`src/rtl/serial_adder_if.sv`:
```
// serial_adder_if -- request/result bundle of the serial adder.
//   master: drives start, a, b, carry_in; observes busy, done, sum, carry_out, overflow
//   slave : the adder itself
//   WIDTH : operand and sum width in bits
interface serial_adder_if #(
    parameter int WIDTH = 8
);
    logic             start;
    logic [WIDTH-1:0] a;
    logic [WIDTH-1:0] b;
    logic             carry_in;
    logic             busy;
    logic             done;
    logic [WIDTH-1:0] sum;
    logic             carry_out;
    logic             overflow;

    modport master (
        output start, a, b, carry_in,
        input  busy, done, sum, carry_out, overflow
    );

    modport slave (
        input  start, a, b, carry_in,
        output busy, done, sum, carry_out, overflow
    );
endinterface

```
`src/rtl/serial_adder.sv`:
```
// serial_adder -- adds two WIDTH-bit operands DIGIT bits per clock.
// Ports:
//   clk : clock, all state updates on the rising edge
//   rst : synchronous active-high reset
//   bus : serial_adder_if.slave
//         start/a/b/carry_in are sampled only on the accepting edge (IDLE or DONE);
//         busy is high during RUN, done pulses for the single DONE cycle;
//         sum/carry_out/overflow are registered and hold until the next DONE.
// Flow: IDLE --start--> RUN (WIDTH/DIGIT cycles) --> DONE (1 cycle) --> IDLE,
//       with start in DONE going straight back to RUN.
module serial_adder #(
    parameter int WIDTH = 8,
    parameter int DIGIT = 1
) (
    input  logic           clk,
    input  logic           rst,
    serial_adder_if.slave  bus
);
    localparam int N     = WIDTH / DIGIT;
    localparam int CNT_W = (N > 1) ? $clog2(N) : 1;

    typedef enum logic [1:0] {
        S_IDLE = 2'd0,
        S_RUN  = 2'd1,
        S_DONE = 2'd2
    } state_t;

    state_t           state_r;
    logic [WIDTH-1:0] a_sh_r;
    logic [WIDTH-1:0] b_sh_r;
    logic [WIDTH-1:0] psum_r;
    logic [WIDTH-1:0] sum_r;
    logic [CNT_W-1:0] cnt_r;
    logic             carry_r;
    logic             busy_r;
    logic             done_r;
    logic             carry_out_r;
    logic             overflow_r;

    logic [DIGIT:0]   digit_sum_s;
    logic [WIDTH-1:0] digit_ext_s;
    logic [WIDTH-1:0] psum_next_s;
    logic             last_s;
    logic             ovf_s;

    // Digit adder, partial-sum shift and overflow of the current (possibly final) digit
    always_comb begin
        digit_sum_s = {1'b0, a_sh_r[DIGIT-1:0]} + {1'b0, b_sh_r[DIGIT-1:0]}
                    + {{DIGIT{1'b0}}, carry_r};
        digit_ext_s = WIDTH'(digit_sum_s[DIGIT-1:0]);
        // New digit enters at the top; after N steps the LSB digit has reached bit 0.
        psum_next_s = (psum_r >> DIGIT) | (digit_ext_s << (WIDTH - DIGIT));
        last_s      = (cnt_r == CNT_W'(N - 1));
        // Only meaningful on the last digit, whose bit DIGIT-1 is the operand MSB.
        // Same-sign operands giving a different-sign result is exactly
        // carry-into-MSB XOR carry-out-of-MSB, and needs no intra-digit carry.
        ovf_s       = (a_sh_r[DIGIT-1] == b_sh_r[DIGIT-1]) &&
                      (digit_sum_s[DIGIT-1] != a_sh_r[DIGIT-1]);
    end

    // Control FSM, datapath registers and registered outputs
    always_ff @(posedge clk) begin
        if (rst) begin
            state_r     <= S_IDLE;
            a_sh_r      <= '0;
            b_sh_r      <= '0;
            psum_r      <= '0;
            sum_r       <= '0;
            cnt_r       <= '0;
            carry_r     <= 1'b0;
            busy_r      <= 1'b0;
            done_r      <= 1'b0;
            carry_out_r <= 1'b0;
            overflow_r  <= 1'b0;
        end else begin
            case (state_r)
                S_IDLE, S_DONE: begin
                    done_r <= 1'b0;
                    if (bus.start) begin
                        a_sh_r  <= bus.a;
                        b_sh_r  <= bus.b;
                        carry_r <= bus.carry_in;
                        psum_r  <= '0;
                        cnt_r   <= '0;
                        busy_r  <= 1'b1;
                        state_r <= S_RUN;
                    end else begin
                        busy_r  <= 1'b0;
                        state_r <= S_IDLE;
                    end
                end
                S_RUN: begin
                    a_sh_r  <= a_sh_r >> DIGIT;
                    b_sh_r  <= b_sh_r >> DIGIT;
                    psum_r  <= psum_next_s;
                    carry_r <= digit_sum_s[DIGIT];
                    cnt_r   <= cnt_r + CNT_W'(1);
                    if (last_s) begin
                        sum_r       <= psum_next_s;
                        carry_out_r <= digit_sum_s[DIGIT];
                        overflow_r  <= ovf_s;
                        busy_r      <= 1'b0;
                        done_r      <= 1'b1;
                        state_r     <= S_DONE;
                    end else begin
                        busy_r      <= 1'b1;
                        done_r      <= 1'b0;
                        state_r     <= S_RUN;
                    end
                end
                default: begin
                    busy_r  <= 1'b0;
                    done_r  <= 1'b0;
                    state_r <= S_IDLE;
                end
            endcase
        end
    end

    assign bus.busy      = busy_r;
    assign bus.done      = done_r;
    assign bus.sum       = sum_r;
    assign bus.carry_out = carry_out_r;
    assign bus.overflow  = overflow_r;
endmodule

```
`src/flat_wrapper.sv`:
```
// flat-port wrapper written by rule: the top's interface ports become plain ports
module serial_adder_flat 
#(
    parameter int WIDTH = 8,
    parameter int DIGIT = 1
)
  (clk, rst, bus_start, bus_a, bus_b, bus_carry_in, bus_busy, bus_done, bus_sum, bus_carry_out, bus_overflow);
  serial_adder_if #(.WIDTH(WIDTH)) bus_i ();
  input  logic clk;
  input  logic rst;
  input wire logic [$bits(bus_i.start)-1:0] bus_start;
  input wire logic [$bits(bus_i.a)-1:0] bus_a;
  input wire logic [$bits(bus_i.b)-1:0] bus_b;
  input wire logic [$bits(bus_i.carry_in)-1:0] bus_carry_in;
  output wire logic [$bits(bus_i.busy)-1:0] bus_busy;
  output wire logic [$bits(bus_i.done)-1:0] bus_done;
  output wire logic [$bits(bus_i.sum)-1:0] bus_sum;
  output wire logic [$bits(bus_i.carry_out)-1:0] bus_carry_out;
  output wire logic [$bits(bus_i.overflow)-1:0] bus_overflow;
  assign bus_i.start = bus_start;
  assign bus_i.a = bus_a;
  assign bus_i.b = bus_b;
  assign bus_i.carry_in = bus_carry_in;
  assign bus_busy = bus_i.busy;
  assign bus_done = bus_i.done;
  assign bus_sum = bus_i.sum;
  assign bus_carry_out = bus_i.carry_out;
  assign bus_overflow = bus_i.overflow;
  serial_adder #(.WIDTH(WIDTH), .DIGIT(DIGIT)) u_core (.clk(clk), .rst(rst), .bus(bus_i));
endmodule
```
`config.mk`:
```
export PLATFORM = sky130hd
export DESIGN_NAME = serial_adder_flat
export DESIGN_NICKNAME = d
export VERILOG_FILES = /design/src/rtl/serial_adder_if.sv /design/src/rtl/serial_adder.sv /design/src/flat_wrapper.sv
export SDC_FILE = /design/constraint.sdc
export NUM_CORES = 1
export LEC_CHECK = 0
export ABC_CLOCK_PERIOD_IN_PS = 3550
export BUFFER_PORTS_ARGS = -buffer_cell sky130_fd_sc_hd__buf_4
export CELL_PAD_IN_SITES_DETAIL_PLACEMENT = 0
export CELL_PAD_IN_SITES_GLOBAL_PLACEMENT = 1
export CORE_MARGIN = 2
export CORE_UTILIZATION = 42
export DETAILED_ROUTE_END_ITERATION = 10
export PLACE_DENSITY_LB_ADDON = 0.1
export RECOVER_POWER = 100
export SYNTH_ARGS = -nofsm -noshare
export SYNTH_HDL_FRONTEND = slang
export SYNTH_SLANG_ARGS = --single-unit
export TNS_END_PERCENT = 10
```
`constraint.sdc`:
```
create_clock -name clk -period 3.55 [get_ports clk]
set_input_delay 0.355 -clock clk [delete_from_list [all_inputs] [get_ports clk]]
set_output_delay 0.355 -clock clk [all_outputs]
set_load 0.05 [all_outputs]
```
; ---- Word-level counts from Yosys, hierarchy flattened
; Cells that the tools add are included.
[totals]
memories = 0
ff_bits = 42
latchBits = 0
in_bits = 20
mem_bits_rw = 0
word_cells = 46
mem_bits_ro = 0
[classes]
eq_ne = 6
n_mul = 0
reduce_logical = 7
n_addsub = 3
magnitude_cmp = 0
n_shift = 0
bitwise = 2
div_mod_pow = 0
mux = 17
[ops]
columns = cell, n
row1 = one-hot mux 8 bit (2 select lines), 3
row2 = 2-to-1 mux 8 bit, 3
row3 = OR 7 x 8 -> 8 bit, 1
row4 = one-hot mux 3 bit (2 select lines), 1
row5 = 2-to-1 mux 1 bit, 5
row6 = one-hot mux 1 bit (2 select lines), 2
row7 = one-hot mux 2 bit (2 select lines), 1
row8 = AND reduction 2 bit, 2
row9 = OR reduction 2 bit, 2
row10 = adder 3 x 1 -> 3 bit (second input constant), 1
row11 = == test 3 bit (second input constant), 1
row12 = 2-to-1 mux 3 bit, 1
row13 = adder 1 x 1 -> 2 bit, 1
row14 = adder 2 x 1 -> 2 bit, 1
row15 = == test 2 x 1 -> 1 bit (second input constant), 1
row16 = == test 2 bit (second input constant), 1
row17 = logical NOT 2 bit, 1
row18 = 2-to-1 mux 2 bit, 1
row19 = inequality test 2 bit (second input constant), 1
row20 = nonzero test 2 bit, 1
row21 = == test 1 bit, 1
row22 = logical AND 1 bit, 1
row23 = inequality test 1 bit, 1
row24 = NOT 1 bit, 1

; ---- Depth between registers and ports, before layout
; Gate-level depths: netlist of the first run.
[depth]
word_depth = 4
mapped_depth = 6
ltp_nobuf = 5

; ---- Least setup slack after synthesis of the first run
; No wires, ideal clock.
[synth_path]
path_kind = register -> register
start = register u_core.b_sh_r[0]
end = register u_core.overflow_r (netlist: u_core.bus.overflow)
slack_ns = 2.047
path_buffers = 0
t_arrival_ns = 1.412
required_time_ns = 3.459
path_stages_with_launch = 5
cell_sequence = dfxtp_1 > inv_1 > fa_1 > or3_1 > a311oi_1
[synth_between]
elab_chain_len = 4
word_cells_on_any_way = 5
cone_classes = 2 x add/sub / 2 x eq/ne / 1 x reduce/logical
[synth_lines]
columns = item, line_no
row1 = start: declaration, serial_adder.sv:30  ; logic [WIDTH-1:0] b_sh_r;
row2 = start signal: assignment, serial_adder.sv:81  ; b_sh_r <= bus.b;
row3 = start signal: assignment, serial_adder.sv:94  ; b_sh_r <= b_sh_r >> DIGIT;
row4 = adder 1 x 1 -> 2 bit, serial_adder.sv:48  ; digit_sum_s = {1'b0, a_sh_r[DIGIT-1:0]} + {1'b0, b_sh_r[DIGIT-1:0]}
row5 = adder 2 x 1 -> 2 bit, serial_adder.sv:49  ; + {{DIGIT{1'b0}}, carry_r};
row6 = inequality test 1 bit, serial_adder.sv:58  ; (digit_sum_s[DIGIT-1] != a_sh_r[DIGIT-1]);
row7 = logical AND 1 bit *, serial_adder.sv:57  ; ovf_s = (a_sh_r[DIGIT-1] == b_sh_r[DIGIT-1]) &&
row8 = end signal: assignment, serial_adder.sv:101  ; overflow_r <= ovf_s;
row9 = end: declaration, serial_adder.sv:38  ; logic overflow_r;
; Every way passes the cells marked *; elsewhere a longest branch is shown, timed or not.
; A chain may end at the register's enable or synchronous reset.

; ---- Worst setup path after layout of the first run
[layout_path]
start = register u_core.state_r[0]
end = register u_core.b_sh_r[0]
[layout_between]
elab_chain_len = 4
word_cells_on_any_way = 8
cone_classes = 3 x eq/ne / 1 x mux / 4 x reduce/logical
[layout_lines]
columns = item, line_no
row1 = start: declaration, serial_adder.sv:28  ; state_t state_r;
row2 = start signal: assignment, serial_adder.sv:64  ; state_r <= S_IDLE;
row3 = start signal: assignment, serial_adder.sv:86  ; state_r <= S_RUN;
row4 = start signal: assignment, serial_adder.sv:89  ; state_r <= S_IDLE;
row5 = == test 2 bit / logical NOT 2 bit (equally long branches), serial_adder.sv:76  ; case (state_r)
row6 = OR reduction 2 bit, serial_adder.sv:76
row7 = inequality test 2 bit (no source line) / nonzero test 2 bit (equally long branches), n/a
row8 = AND reduction 2 bit (no source line), n/a
; Several ways; a longest one is shown, not always the timed one.

==> results.py, run 1 <==
metrics = {
    "global_route": {
        "gr-total-overflow": 0,
        "grt_pass1_wl_um": 5360,
        "antenna_found_initial": 0,
        "grt_pass1_vias": 1214,
        "grt_max_degree": 41,
        "grt_use_total_pct": 16.6,
    },
    "logic_synthesis": {
        "ys.flop_type": "dfxtp_1",
        "synth_edf_count": 0,
        "synthArstFlopShare_pct": 0,
        "syn_nets": 201,
        "netlist_instances": 178,
        "yosysMostFrequentCell": "dfxtp_1",
        "synthTopCellsByCount": "dfxtp_1 (40), nand2_1 (24), nor3_1 (24)",
        "ys_warn_count": 0,
        "synth_top_area_share_pct": 51.9,
        "yosys-top-cells-area": "dfxtp_1 (52%), nor3_1 (7.8%), a21oi_1 (6.5%)",
        "synth.largest_area_cell": "dfxtp_1",
        "syn_area_per_cell_sq_um": 8.67,
        "ys_seq_area_share_pct": 51.9,
        "synth_seq_cells": 40,
        "netlist_area_sq_um": 1540,
        "synth.distinct_cells": 23,
    },
    "sta": {
        "rsz0062_at_grt": "no",
        "maxSlewViolCount": 0,
        "setup_ws_ns": 1.65,
        "maxSlewHeadroom_pct": 23.1,
        "tightest_slew_ns": 1.15,
        "fin_crit_ns": 1.90,
        "hold_viol_final": 0,
        "setup_viol": 0,
        "finClkSkew_ns": 0.00613,
        "fin_tns_setup_ns": 0,
        "fmax_ghz": 0.527,
        "min_period_over_period_pct": 53.4,
    },
    "pwr": {
        "p_leak_nw": 0.644,
        "power.total_w": 0.000899,
        "p_per_area_nw_per_um2": 496,
        "vdd_drop_max_mv": 0.268,
    },
    "floorplan": {
        "rows": 22,
        "core_area_sq_um": 3610,
        "die_height_um": 64.6,
        "fp.dieW_um": 64.6,
        "ioPinCount": 32,
        "die_area_sq_um": 4180,
        "start_util_pct": 42.8,
    },
    "setup_path": {
        "worstPathRequired_ns": 3.75,
        "path_cells": "nand2b_1 > o22ai_1 > a311oi_2",
        "worstSetupPathType": "register to register",
        "crit_slowest_cell": "nand2b_1",
        "critPathMaxStageDelay_ns": 0.89,
        "arrival_ns": 2.10,
        "path_buf_inv": 0,
        "path_delay_family": "simple AND/OR/NAND/NOR gates",
        "crit_path_end_kind": "register",
        "cp-start-kind": "register",
        "worst-path-max-fanout": 30,
    },
    "final_layout": {
        "final_nets": 225,
        "fin_cells": 251,
        "drive_above_1_share_pct": 12.8,
        "fill_cells": 382,
        "antenna_cells": 0,
        "area_growth_pct": 17.3,
    },
    "placement": {
        "post-place-ws_ns": 1.68,
        "place_congestion": 0.755,
        "io_buffer_count": 31,
        "place.detailed.hpwl_um": 1970,
        "place_inst": 243,
    },
    "routing": {
        "post_drt_wl_per_cell_um": 12.6,
        "drc_errors": 0,
        "drt-vias-per-instance": 5.35,
        "postRouteAntennaNets": 0,
        "drtIter0Drc": 84,
        "wl_um": 3150,
        "via_count": 1342,
        "first_pass_iters": 4,
    },
    "run_status": {
        "status": "completed",
    },
    "clocking": {
        "cts_tree": "built",
        "postCtsSetupBuffers": 0,
        "htreeDepth": 2,
        "ctsHoldBuffers": 0,
        "cts_max_path_buffers": 2,
        "clk-insertion-delay-late_ns": 0.29,
        "root_buffer": "clkbuf_8",
        "path_clk_slew_ns": 0.07,
        "cts_resized": 0,
        "cts-buffers-inserted": 5,
        "numClockSinks": 40,
    },
    "min_path": {
        "hp-class": "input port to register",
    },
    "job": {
        "maxCapViolCount": 0,
    },
}
==> per-layer routing <==
layer  GRT usage (%)  up-vias  part of all wire (%)
met2            27.6       25                    45
met5               0        -                     0
met4            8.78        0                   1.5
met1            19.6      625                    48
met3            4.17        5                   4.5
li1                -      687                     -
==> tightest hold or removal path: cells and delay by family <==
kind | cells | cell delay [ns]
AND/OR/NAND/NOR | 1 | 0.05
buffers and inverters | 1 | 0.11
AO/OA/AOI/OAI | 1 | 0.05
==> report_power, final <==
group          total [W]  switching (W)  internal (W)
registers       0.000484      0.0000128      0.000471
logic           0.000110      0.0000634     0.0000467
clock network   0.000305       0.000146      0.000158
total           0.000899       0.000223      0.000676
==> final timing paths <==
path	start	endpoint	slack, ns	depth (start not counted)
worst min register to register	u_core.bus.sum[6]	u_core.bus.sum[6]	0.46	2
worst max register to register	u_core.state_r[0]	u_core.b_sh_r[0]	1.65	3
worst max-delay path	u_core.state_r[0]	u_core.b_sh_r[0]	1.65	3
worst min-delay path	bus_a[7]	u_core.a_sh_r[7]	0.31	3
==> registers in the layout, indices dropped and copies added (netlist names) <==
| register | flops |
|---|---|
| u_core.carry_r | 1 |
| u_core.bus.done | 1 |
| u_core.b_sh_r | 8 |
| u_core.bus.overflow | 1 |
| u_core.bus.carry_out | 1 |
| u_core.state_r | 2 |
| u_core.a_sh_r | 8 |
| u_core.cnt_r | 3 |
| u_core.psum_r | 7 |
| u_core.bus.sum | 8 |
==> layout by cell type (no fill, tap or decap), drive strengths merged <==
cell,instances
o22ai,14
nand3,14
a2bb2oi,1
fa,1
nand2,24
dfxtp,40
nand3b,1
ha,2
nor2,6
buf,19
o21a,1
clkbuf,20
and3b,1
nor3,24
a211oi,2
or3,1
and2b,2
a21oi,20
inv,3
nand2b,4
a311oi,3
==> through the flow <==
step / instance area [sq um] / utilization [%] / hold WS [ns]
after floorplan: 1540 / - / 0.432
after global placement: 1770 / 49.0 / 0.445
after detailed placement: 1770 / 49.0 / 0.449
after CTS: 1860 / 51.5 / 0.302
after global routing: 1810 / 50.2 / 0.314
final: 1810 / 50.2 / 0.308
==> final cells by class <==
type                    instances  area [sq um]  area share [%]
repair buffers                 31           188            10.4
flip-flops and latches         40           801            44.2
well taps                      48          60.1            3.31
clock buffers                   8          90.1            4.97
multi-input cells             121           662            36.5
inverters                       3          11.3           0.622
==> cells by family (layout without fill, tap and decap cells) <==
logic type / after synthesis / after routing / share of synthesized area, %
DFF: 40 / 40 / 51.9
AOI/OAI and AO/OA: 41 / 41 / 16.3
buffers and inverters: 17 / 42 / 5.27
adders and majority gates: 3 / 3 / 2.92
and+or+nand+nor: 77 / 77 / 23.7
Note: power is estimated with default switching activity, not from simulation.
==> inputs of run 2 (changes only) <==
--- a/config.mk
+++ b/config.mk
@@ -5,12 +5,12 @@
 export SDC_FILE = /design/constraint.sdc
 export NUM_CORES = 1
 export LEC_CHECK = 0
-export ABC_CLOCK_PERIOD_IN_PS = 3550
+export ABC_CLOCK_PERIOD_IN_PS = 1900
 export BUFFER_PORTS_ARGS = -buffer_cell sky130_fd_sc_hd__buf_4
 export CELL_PAD_IN_SITES_DETAIL_PLACEMENT = 0
 export CELL_PAD_IN_SITES_GLOBAL_PLACEMENT = 1
 export CORE_MARGIN = 2
-export CORE_UTILIZATION = 42
+export CORE_UTILIZATION = 39
 export DETAILED_ROUTE_END_ITERATION = 10
 export PLACE_DENSITY_LB_ADDON = 0.1
 export RECOVER_POWER = 100
==> constraint.sdc (replaced) <==
create_clock -name clk -period 1.9 [get_ports clk]
set_input_delay 0.19 -clock clk [delete_from_list [all_inputs] [get_ports clk]]
set_output_delay 0.19 -clock clk [all_outputs]
set_load 0.05 [all_outputs]
==> run 2 against run 1 <==
Compared with the run above:
- total power is 83% higher
- utilization down 1.2 points
- cell count is 1.6% higher
- sequential power grew 87%
- fmax is 19% higher
- combinational power grew 97%
- final area up 1.4%
- setup slack lost 1.3 ns
- die area increased by 7.2%
- register-to-register slack lost 1.3 ns
- critical path depth grew 1
- critical endpoint is now u_core.bus.overflow
- highest routed layer unchanged
==> results.py, run 2 (synthesis results as in run 1) <==
metrics = {
    "run_status": {
        "status": "completed",
    },
    "floorplan": {
        "fp.dieW_um": 66.9,
        "die_area_sq_um": 4480,
        "die_height_um": 66.9,
        "ioPinCount": 32,
        "start_util_pct": 41.2,
        "core_area_sq_um": 3740,
        "rows": 22,
    },
    "sta": {
        "fmax_ghz": 0.627,
        "setup_viol": 0,
        "rsz0062_at_grt": "no",
        "hold_viol_final": 0,
        "hold_ws_ns": 0.147,
        "min_period_over_period_pct": 83.9,
        "maxSlewHeadroom_pct": 60.2,
        "maxSlewViolCount": 0,
        "fin_crit_ns": 1.59,
        "fin_tns_setup_ns": 0,
        "tightest_slew_ns": 0.599,
        "finClkSkew_ns": 0.00697,
    },
    "routing": {
        "postRouteAntennaNets": 0,
        "drt-vias-per-instance": 5.21,
        "drtIter0Drc": 68,
        "first_pass_iters": 4,
        "wl_um": 3280,
        "post_drt_wl_per_cell_um": 12.9,
        "drc_errors": 0,
        "via_count": 1328,
    },
    "global_route": {
        "use_met1_pct": 20.0,
        "met2_usage_pct": 28.1,
        "grt_pass1_vias": 1269,
        "gr-total-overflow": 0,
        "use_met3_pct": 4.05,
        "grt.busiest_layer": "met2",
        "antenna_found_initial": 0,
        "grt_max_degree": 41,
        "grt_pass1_wl_um": 5620,
        "grt_use_total_pct": 17.1,
    },
    "final_layout": {
        "antenna_cells": 0,
        "fin_cells": 255,
        "finalInstanceArea_sq_um": 1840,
        "final_cell_mix": "dfxtp_1 (40), nand2_1 (24), nor3_1 (24)",
        "final_nets": 230,
        "layout_commonest_cell": "dfxtp_1",
        "final_util_pct": 49.1,
        "area_growth_pct": 19.0,
        "drive_above_1_share_pct": 15.0,
    },
    "clocking": {
        "path_clk_slew_ns": 0.07,
        "numClockSinks": 40,
        "cts-buffers-inserted": 5,
        "postCtsSetupBuffers": 0,
        "cts_max_path_buffers": 2,
        "htreeDepth": 2,
        "root_buffer": "clkbuf_8",
        "clk-insertion-delay-late_ns": 0.29,
        "cts_tree": "built",
        "ctsHoldBuffers": 0,
        "cts_resized": 0,
    },
    "pwr": {
        "p_leak_nw": 0.659,
        "vdd_drop_max_mv": 0.517,
        "p_per_area_nw_per_um2": 896,
    },
    "setup_path": {
        "worstPathRequired_ns": 2.10,
        "critPathMaxStageDelay_ns": 0.51,
        "cp-start-kind": "register",
        "worstSetupPathType": "register to register",
        "crit_path_end_kind": "register",
        "worst-path-max-fanout": 4,
        "path_cells": "inv_1 > fa_1 > or3_1 > a311oi_1",
        "path_delay_family": "adder cells",
        "path_buf_inv": 1,
        "crit_slowest_cell": "fa_1",
        "arrival_ns": 1.79,
    },
    "min_path": {
        "hp-class": "input port to register",
    },
    "placement": {
        "place.detailed.hpwl_um": 2200,
        "place_congestion": 0.738,
        "io_buffer_count": 31,
        "place_inst": 248,
        "place_area_sq_um": 1800,
    },
    "job": {
        "maxCapViolCount": 0,
    },
}
==> run 2: cell count changes in the layout (fill, tap and decap cells not counted), sizes merged <==
cell | previous run | this run
buf | 19 | 23
clkbuf | 20 | 18
clkinv | 0 | 1
clkinvlp | 0 | 1
==> run 2: final cells by class <==
type / instances / area [sq um]
clock buffer: 5 / 68.8
clock inverter: 2 / 12.5
fill: 389 / 1910
inverter: 3 / 11.3
multi-input combinational: 121 / 662
sequential: 40 / 801
tap: 48 / 60.1
timing repair buffer: 36 / 221
==> run 2: path summary, 6_finish.rpt <==
check / startpoint / end / slack (ns) / cells after the start
worst min register to register: u_core.bus.sum[0] / u_core.bus.sum[0] / 0.46 / 2
worst min-delay path: bus_a[7] / u_core.a_sh_r[7] / 0.15 / 3
worst max register to register: u_core.b_sh_r[0] / u_core.bus.overflow / 0.31 / 4
worst max-delay path: u_core.b_sh_r[0] / u_core.bus.overflow / 0.31 / 4
==> run 2: power breakdown <==
part | internal (W) | total (W) | switching [W]
clock | 0.000248 | 0.000525 | 0.000277
combinational | 0.0000959 | 0.000217 | 0.000121
sequential | 0.000880 | 0.000904 | 0.0000244
total | 0.00122 | 0.00165 | 0.000422
==> run 2: worst min-delay path, stage by stage <==
cell,delay (ns)
buf_4,0.11
nand2_1,0.04
a21oi_1,0.05
==> run 2: layer usage <==
metal	part of all wire, %	routed length (um)
met1	45	1480
met3	4.7	153
met2	49	1600
met5	0	0
met4	1.7	55
==> run 2: stage by stage <==
stage / setup WS (ns) / total power (W)
3_5_place_dp: 0.318 / 0.00114
6_report: 0.306 / 0.00165
5_1_grt: 0.187 / 0.00174
3_3_place_gp: 0.367 / 0.00114
4_1_cts: 0.301 / 0.00168
2_1_floorplan: 0.397 / 0.00107
